File: src/rtl/lf_pkg.sv
// Shared definitions for the layer-0 front end: quantizer constants, the
// packed input-vector width and the quantizer control states.
package lf_pkg;

    // Default configuration of the feature stream and the quantizer.
    localparam int NUM_FEATURES_DEF = 64;
    localparam int FEAT_W_DEF       = 16;
    localparam int CNT_W_DEF        = 16;
    localparam int Q_IN_BITS        = 2;
    localparam int Q_SHIFT          = 6;
    localparam int Q_OFFSET         = 2;

    // Packed width of one quantized sample as seen by the layer-0 array.
    localparam int IN_VEC_W = NUM_FEATURES_DEF * Q_IN_BITS;

    typedef enum logic [1:0] {
        COLLECT = 2'd0,
        HOLD    = 2'd1,
        DISCARD = 2'd2
    } lf_state_t;

endpackage

File: src/rtl/feature_quant_clamp.sv
// Combinational uniform quantizer: arithmetic shift, signed offset, then a
// clamp into the unsigned range [0, 2^IN_BITS-1].
module feature_quant_clamp
    import lf_pkg::*;
#(
    parameter int FEAT_W  = FEAT_W_DEF,
    parameter int IN_BITS = Q_IN_BITS,
    parameter int SHIFT   = Q_SHIFT,
    parameter int OFFSET  = Q_OFFSET
) (
    input  logic signed [FEAT_W-1:0] raw,
    output logic        [IN_BITS-1:0] q
);

    // One extra bit keeps the offset addition free of overflow.
    localparam logic signed [FEAT_W:0] OFFSET_W = (FEAT_W+1)'(OFFSET);
    localparam logic signed [FEAT_W:0] Q_MAX    = (FEAT_W+1)'((1 << IN_BITS) - 1);

    function automatic logic [IN_BITS-1:0] clamp(input logic signed [FEAT_W:0] v);
        if (v[FEAT_W]) begin
            return '0;
        end else if (v > Q_MAX) begin
            return '1;
        end else begin
            return v[IN_BITS-1:0];
        end
    endfunction

    logic signed [FEAT_W-1:0] shifted;
    logic signed [FEAT_W:0]   biased;

    // Shift, sign-extend, add offset and clamp the accepted feature.
    always_comb begin
        shifted = raw >>> SHIFT;
        biased  = {shifted[FEAT_W-1], shifted} + OFFSET_W;
        q       = clamp(biased);
    end

endmodule

File: src/rtl/input_feature_quantizer.sv
// Collects one raw feature per beat, quantizes it, and presents each complete
// sample as a packed word to the layer-0 neurons. Samples whose length does
// not match NUM_FEATURES are dropped with a one-cycle error pulse, and the
// stream resynchronises on the next s_last.
module input_feature_quantizer
    import lf_pkg::*;
#(
    parameter int NUM_FEATURES = NUM_FEATURES_DEF,
    parameter int FEAT_W       = FEAT_W_DEF,
    parameter int IN_BITS      = Q_IN_BITS,
    parameter int SHIFT        = Q_SHIFT,
    parameter int OFFSET       = Q_OFFSET,
    parameter int CNT_W        = CNT_W_DEF
) (
    input  logic                            clk,
    input  logic                            rst,
    input  logic [FEAT_W-1:0]               s_data,
    input  logic                            s_valid,
    input  logic                            s_last,
    output logic                            s_ready,
    output logic [NUM_FEATURES*IN_BITS-1:0] m_data,
    output logic                            m_valid,
    input  logic                            m_ready,
    output logic                            err_pulse,
    output logic [CNT_W-1:0]                sample_cnt
);

    localparam int VEC_W = NUM_FEATURES * IN_BITS;
    localparam int IDX_W = (NUM_FEATURES > 1) ? $clog2(NUM_FEATURES) : 1;
    localparam logic [IDX_W-1:0] LAST_IDX = IDX_W'(NUM_FEATURES - 1);

    lf_state_t          state, state_nxt;
    logic [IDX_W-1:0]   idx, idx_nxt;
    logic [VEC_W-1:0]   sample_buf, sample_nxt;
    logic [IN_BITS-1:0] q;
    logic               beat, store, load, handshake, err_nxt;

    feature_quant_clamp #(
        .FEAT_W  (FEAT_W),
        .IN_BITS (IN_BITS),
        .SHIFT   (SHIFT),
        .OFFSET  (OFFSET)
    ) u_quant (
        .raw (s_data),
        .q   (q)
    );

    // Input is refused while a sample is held and while reset is asserted.
    assign s_ready = (state != HOLD) && !rst;
    assign beat    = s_valid && s_ready;

    // Next-state, index and buffer-update decisions for each accepted beat.
    always_comb begin
        state_nxt  = state;
        idx_nxt    = idx;
        store      = 1'b0;
        load       = 1'b0;
        err_nxt    = 1'b0;
        handshake  = 1'b0;
        sample_nxt = sample_buf;
        for (int i = 0; i < NUM_FEATURES; i++) begin
            if (idx == IDX_W'(i)) begin
                sample_nxt[i*IN_BITS +: IN_BITS] = q;
            end
        end
        case (state)
            COLLECT: begin
                if (beat) begin
                    if (s_last && (idx == LAST_IDX)) begin
                        load      = 1'b1;
                        idx_nxt   = '0;
                        state_nxt = HOLD;
                    end else if (s_last) begin
                        idx_nxt = '0;
                        err_nxt = 1'b1;
                    end else if (idx == LAST_IDX) begin
                        idx_nxt   = '0;
                        err_nxt   = 1'b1;
                        state_nxt = DISCARD;
                    end else begin
                        store   = 1'b1;
                        idx_nxt = idx + IDX_W'(1);
                    end
                end
            end
            DISCARD: begin
                if (beat && s_last) begin
                    state_nxt = COLLECT;
                end
            end
            HOLD: begin
                if (m_valid && m_ready) begin
                    handshake = 1'b1;
                    state_nxt = COLLECT;
                end
            end
            default: begin
                state_nxt = COLLECT;
                idx_nxt   = '0;
            end
        endcase
    end

    // Control state and feature index.
    always_ff @(posedge clk or posedge rst) begin
        if (rst) begin
            state <= COLLECT;
            idx   <= '0;
        end else begin
            state <= state_nxt;
            idx   <= idx_nxt;
        end
    end

    // Partial-sample buffer; stale slots are never exposed, so no reset.
    always_ff @(posedge clk) begin
        if (store) begin
            sample_buf <= sample_nxt;
        end
    end

    // Output sample register, valid flag, error pulse and saturating count.
    always_ff @(posedge clk or posedge rst) begin
        if (rst) begin
            m_data     <= '0;
            m_valid    <= 1'b0;
            err_pulse  <= 1'b0;
            sample_cnt <= '0;
        end else begin
            if (load) begin
                m_data <= sample_nxt;
            end
            m_valid   <= (state_nxt == HOLD);
            err_pulse <= err_nxt;
            if (handshake && (sample_cnt != '1)) begin
                sample_cnt <= sample_cnt + CNT_W'(1);
            end
        end
    end

endmodule

File: config.mk
export PLATFORM = sky130hd
export DESIGN_NAME = input_feature_quantizer
export DESIGN_NICKNAME = d
export VERILOG_FILES = /design/src/rtl/lf_pkg.sv /design/src/rtl/feature_quant_clamp.sv /design/src/rtl/input_feature_quantizer.sv
export SDC_FILE = /design/constraint.sdc
export NUM_CORES = 1
export LEC_CHECK = 0
export ABC_AREA = 0
export CORE_MARGIN = 2
export CORE_UTILIZATION = 56
export CTS_CLUSTER_SIZE = 16
export DETAILED_ROUTE_END_ITERATION = 10
export GPL_TIMING_DRIVEN = 0
export PLACE_DENSITY = 0.87
export SYNTH_ARGS = -nofsm -noshare
export SYNTH_HDL_FRONTEND = slang
export SYNTH_SLANG_ARGS = --single-unit
File: constraint.sdc
create_clock -name clk -period 6.3 [get_ports clk]
set_input_delay 0.945 -clock clk [delete_from_list [all_inputs] [get_ports clk]]
set_output_delay 0.945 -clock clk [all_outputs]
set_load 0.02 [all_outputs]
==> reports/results.ini <==
[sta]
timing.final.crit_share = 0.604
fmax_mhz = 263
slew_headroom = 0.378
finalMaxSlewViolations = 0
fin_crit_ns = 3.81
worst_pin_slew_ns = 0.931
hold_violations = 0
timing.hold.ws_ns = 0.498
fin_skew_ns = 0.0130
rsz0062_at_grt = no
setup_viol = 0

[worst_setup_path]
cp_data_arrival_time_ns = 4.25
slowest_delay_ns = 0.62
cp-end-kind = register
start_kind = register
cp_cell_sequence = ha_1, and3_1, clkbuf_1, nand2_1, inv_1, ha_1, nand3_1, a21oi_2, buf_2, nand3_1, o21ai_0
crit_buf_inv = 3
required_ns = 6.75
crit_fanout = 10
setup.worst_path.class = register to register
crit_family = buffers and inverters
cp_slowest_cell = a21oi_2

[routing]
drtAntennaViolNets = 0
avgViaCountPerCell = 6.32
vias = 11900
first_pass_iters = 6
wl_um = 39700
wl_per_cell_um = 21.0
drt-initial-drc-count = 1520
drc = 0

[layout]
nets = 1581
regArea_um2 = 7700
final_common_cell = o21ai_0
stdcell_count = 1889
final_cell_mix = 447 x o21ai_0, 208 x nand2_1, 161 x clkdlybuf4s50_1, 154 x dfrtp_1, 128 x edfxtp_1
fillers = 1674
drive_gt1_frac = 0.0892
area_delta_synth_final_pct = 22.4
multi_input_area_um2 = 5050

[yosys]
synth_top_area_frac = 0.289
postSynthAreaPerCell_um2 = 9.85
synthDistinctLibCells = 49
syn_area_um2 = 13300
synth_async_sr_flop_share = 0.546
ys_ff_latch = 282
synthTopCellsByArea = dfrtp_1 29%, edfxtp_1 29%, o21ai_0 17%
synthesis.nets = 1386
synth_cells = 1352
ys.flop_type = dfrtp_1
yosys_warnings = 0
synth_edf_count = 128
synth_area_leader_cell = dfrtp_1
ys_seq_area_frac = 0.578

[floorplan]
core_um2 = 23400
dieArea_um2 = 25000
rows = 56
top_level_ports = 168
initial_core_util = 0.569
die_w_um = 158
dieHeight_um = 158

[clock_tree]
cts_num_sinks = 282
root_buffer = clkbuf_16
cts_tree = done
post_cts_resized = 0
htreeDepth = 1
clk_latency_ns = 0.55
post_cts_buffers = 0
cts_made_buffers = 29
hold_buffers = 0
path_clk_slew_ns = 0.07
cts.path.max_buffers = 3

[job]
drv_cap = 0

[global_routing]
grt_pass1_vias = 11600
grt_usage = 0.316
antenna_found_initial = 0
grt_overflow = 0
grt_max_degree = 98
grt_pass1_wl_um = 60900

[status]
status = finished, final reports clean

[pwr]
peakVddDrop_mv = 0.203
power.total_w = 0.00398
p_leak_nw = 5.93
power_density_nw_per_um2 = 244

[hold_path]
hp-class = register to register

[placement]
dp_cells = 1835
gp_congestion = 0.912
hpwlAfterDp_um = 26900
port_buffers = 161

-- Yosys cell counts (4+ instances only) --
| cell | n |
|---|---|
| a21oi_1 | 9 |
| and2_1 | 13 |
| and3_1 | 9 |
| buf_1 | 5 |
| buf_2 | 22 |
| buf_6 | 12 |
| clkbuf_1 | 73 |
| dfrtp_1 | 154 |
| edfxtp_1 | 128 |
| ha_1 | 13 |
| inv_1 | 10 |
| nand2_1 | 208 |
| nand3_1 | 84 |
| nand3b_1 | 8 |
| nand4_1 | 4 |
| nor2_1 | 19 |
| nor2b_1 | 4 |
| nor3_1 | 4 |
| nor3_4 | 4 |
| o21ai_0 | 447 |
| o21ai_1 | 31 |
| o21ai_2 | 39 |
| or3b_2 | 5 |
| xnor2_1 | 9 |
| xor2_1 | 7 |
-- worst paths after layout --
path	from	to	slack, ns	cells after the start
worst max-delay path	idx[0]	m_data[54]	2.49	11
worst min-delay path	sample_cnt[6]	sample_cnt[6]	0.50	1
worst max register to register	idx[0]	m_data[54]	2.49	11
worst min register to register	sample_cnt[6]	sample_cnt[6]	0.50	1
max in group asynchronous	rst	m_data[74]	4.48	3
min in group asynchronous	rst	sample_cnt[9]	0.94	2
-- flip-flops by register name, indices dropped and copies added, names as in the netlist --
name	flops
err_pulse	1
idx	6
m_data	128
m_valid	1
sample_buf	128
sample_cnt	16
state	2
-- report_power, final --
group          switching [W]  leakage, nW  total (W)  internal [W]
sequential         0.0000102         3.32    0.00197       0.00196
clock               0.000712        0.436    0.00161      0.000900
combinational       0.000320         2.17   0.000405     0.0000853
total                0.00104         5.93    0.00398       0.00294
-- per-stage QoR --
stage | utilization | area, um^2 | setup WS [ns] | TNS (ns)
final | 0.696 | 16300 | 2.49 | 0
after global routing | 0.696 | 16300 | 2.30 | 0
after CTS | 0.696 | 16300 | 2.66 | 0
after detailed placement | 0.659 | 15400 | 2.56 | 0
after global placement | 0.655 | 15300 | -0.829 | -148.26
after floorplan | - | 13300 | 1.21 | 0
-- metal layers --
metal,share of wire,vias up,global-route usage
met5,0,-,0
met4,0.051,0,0.163
met3,0.12,163,0.0693
met2,0.46,892,0.503
met1,0.36,5615,0.408
li1,-,5260,-
-- final cells by class --
class / count / area share
multi-input combinational: 948 / 0.310
inverter: 10 / 0.00261
clock inverter: 10 / 0.00346
clock buffer: 43 / 0.0503
sequential: 282 / 0.472
antenna: 1 / 0.000154
timing repair buffer: 164 / 0.104
buffer: 112 / 0.0330
tap: 319 / 0.0245
-- logic make-up after synthesis --
logic type,synth area share
simple gates,0.133
flops,0.578
buf+inv,0.0432
fa+ha+maj,0.0122
mux,0.00169
compound gates,0.221
xor+xnor,0.0105
-- worst reg2reg max path: stages, from the launching register on --
cell	delay, ns
dfrtp_1	0.47
ha_1	0.20
and3_1	0.15
clkbuf_1	0.40
nand2_1	0.36
inv_1	0.21
ha_1	0.23
nand3_1	0.16
a21oi_2	0.62
buf_2	0.47
nand3_1	0.18
o21ai_0	0.25
(Power assumes the default switching activity.)
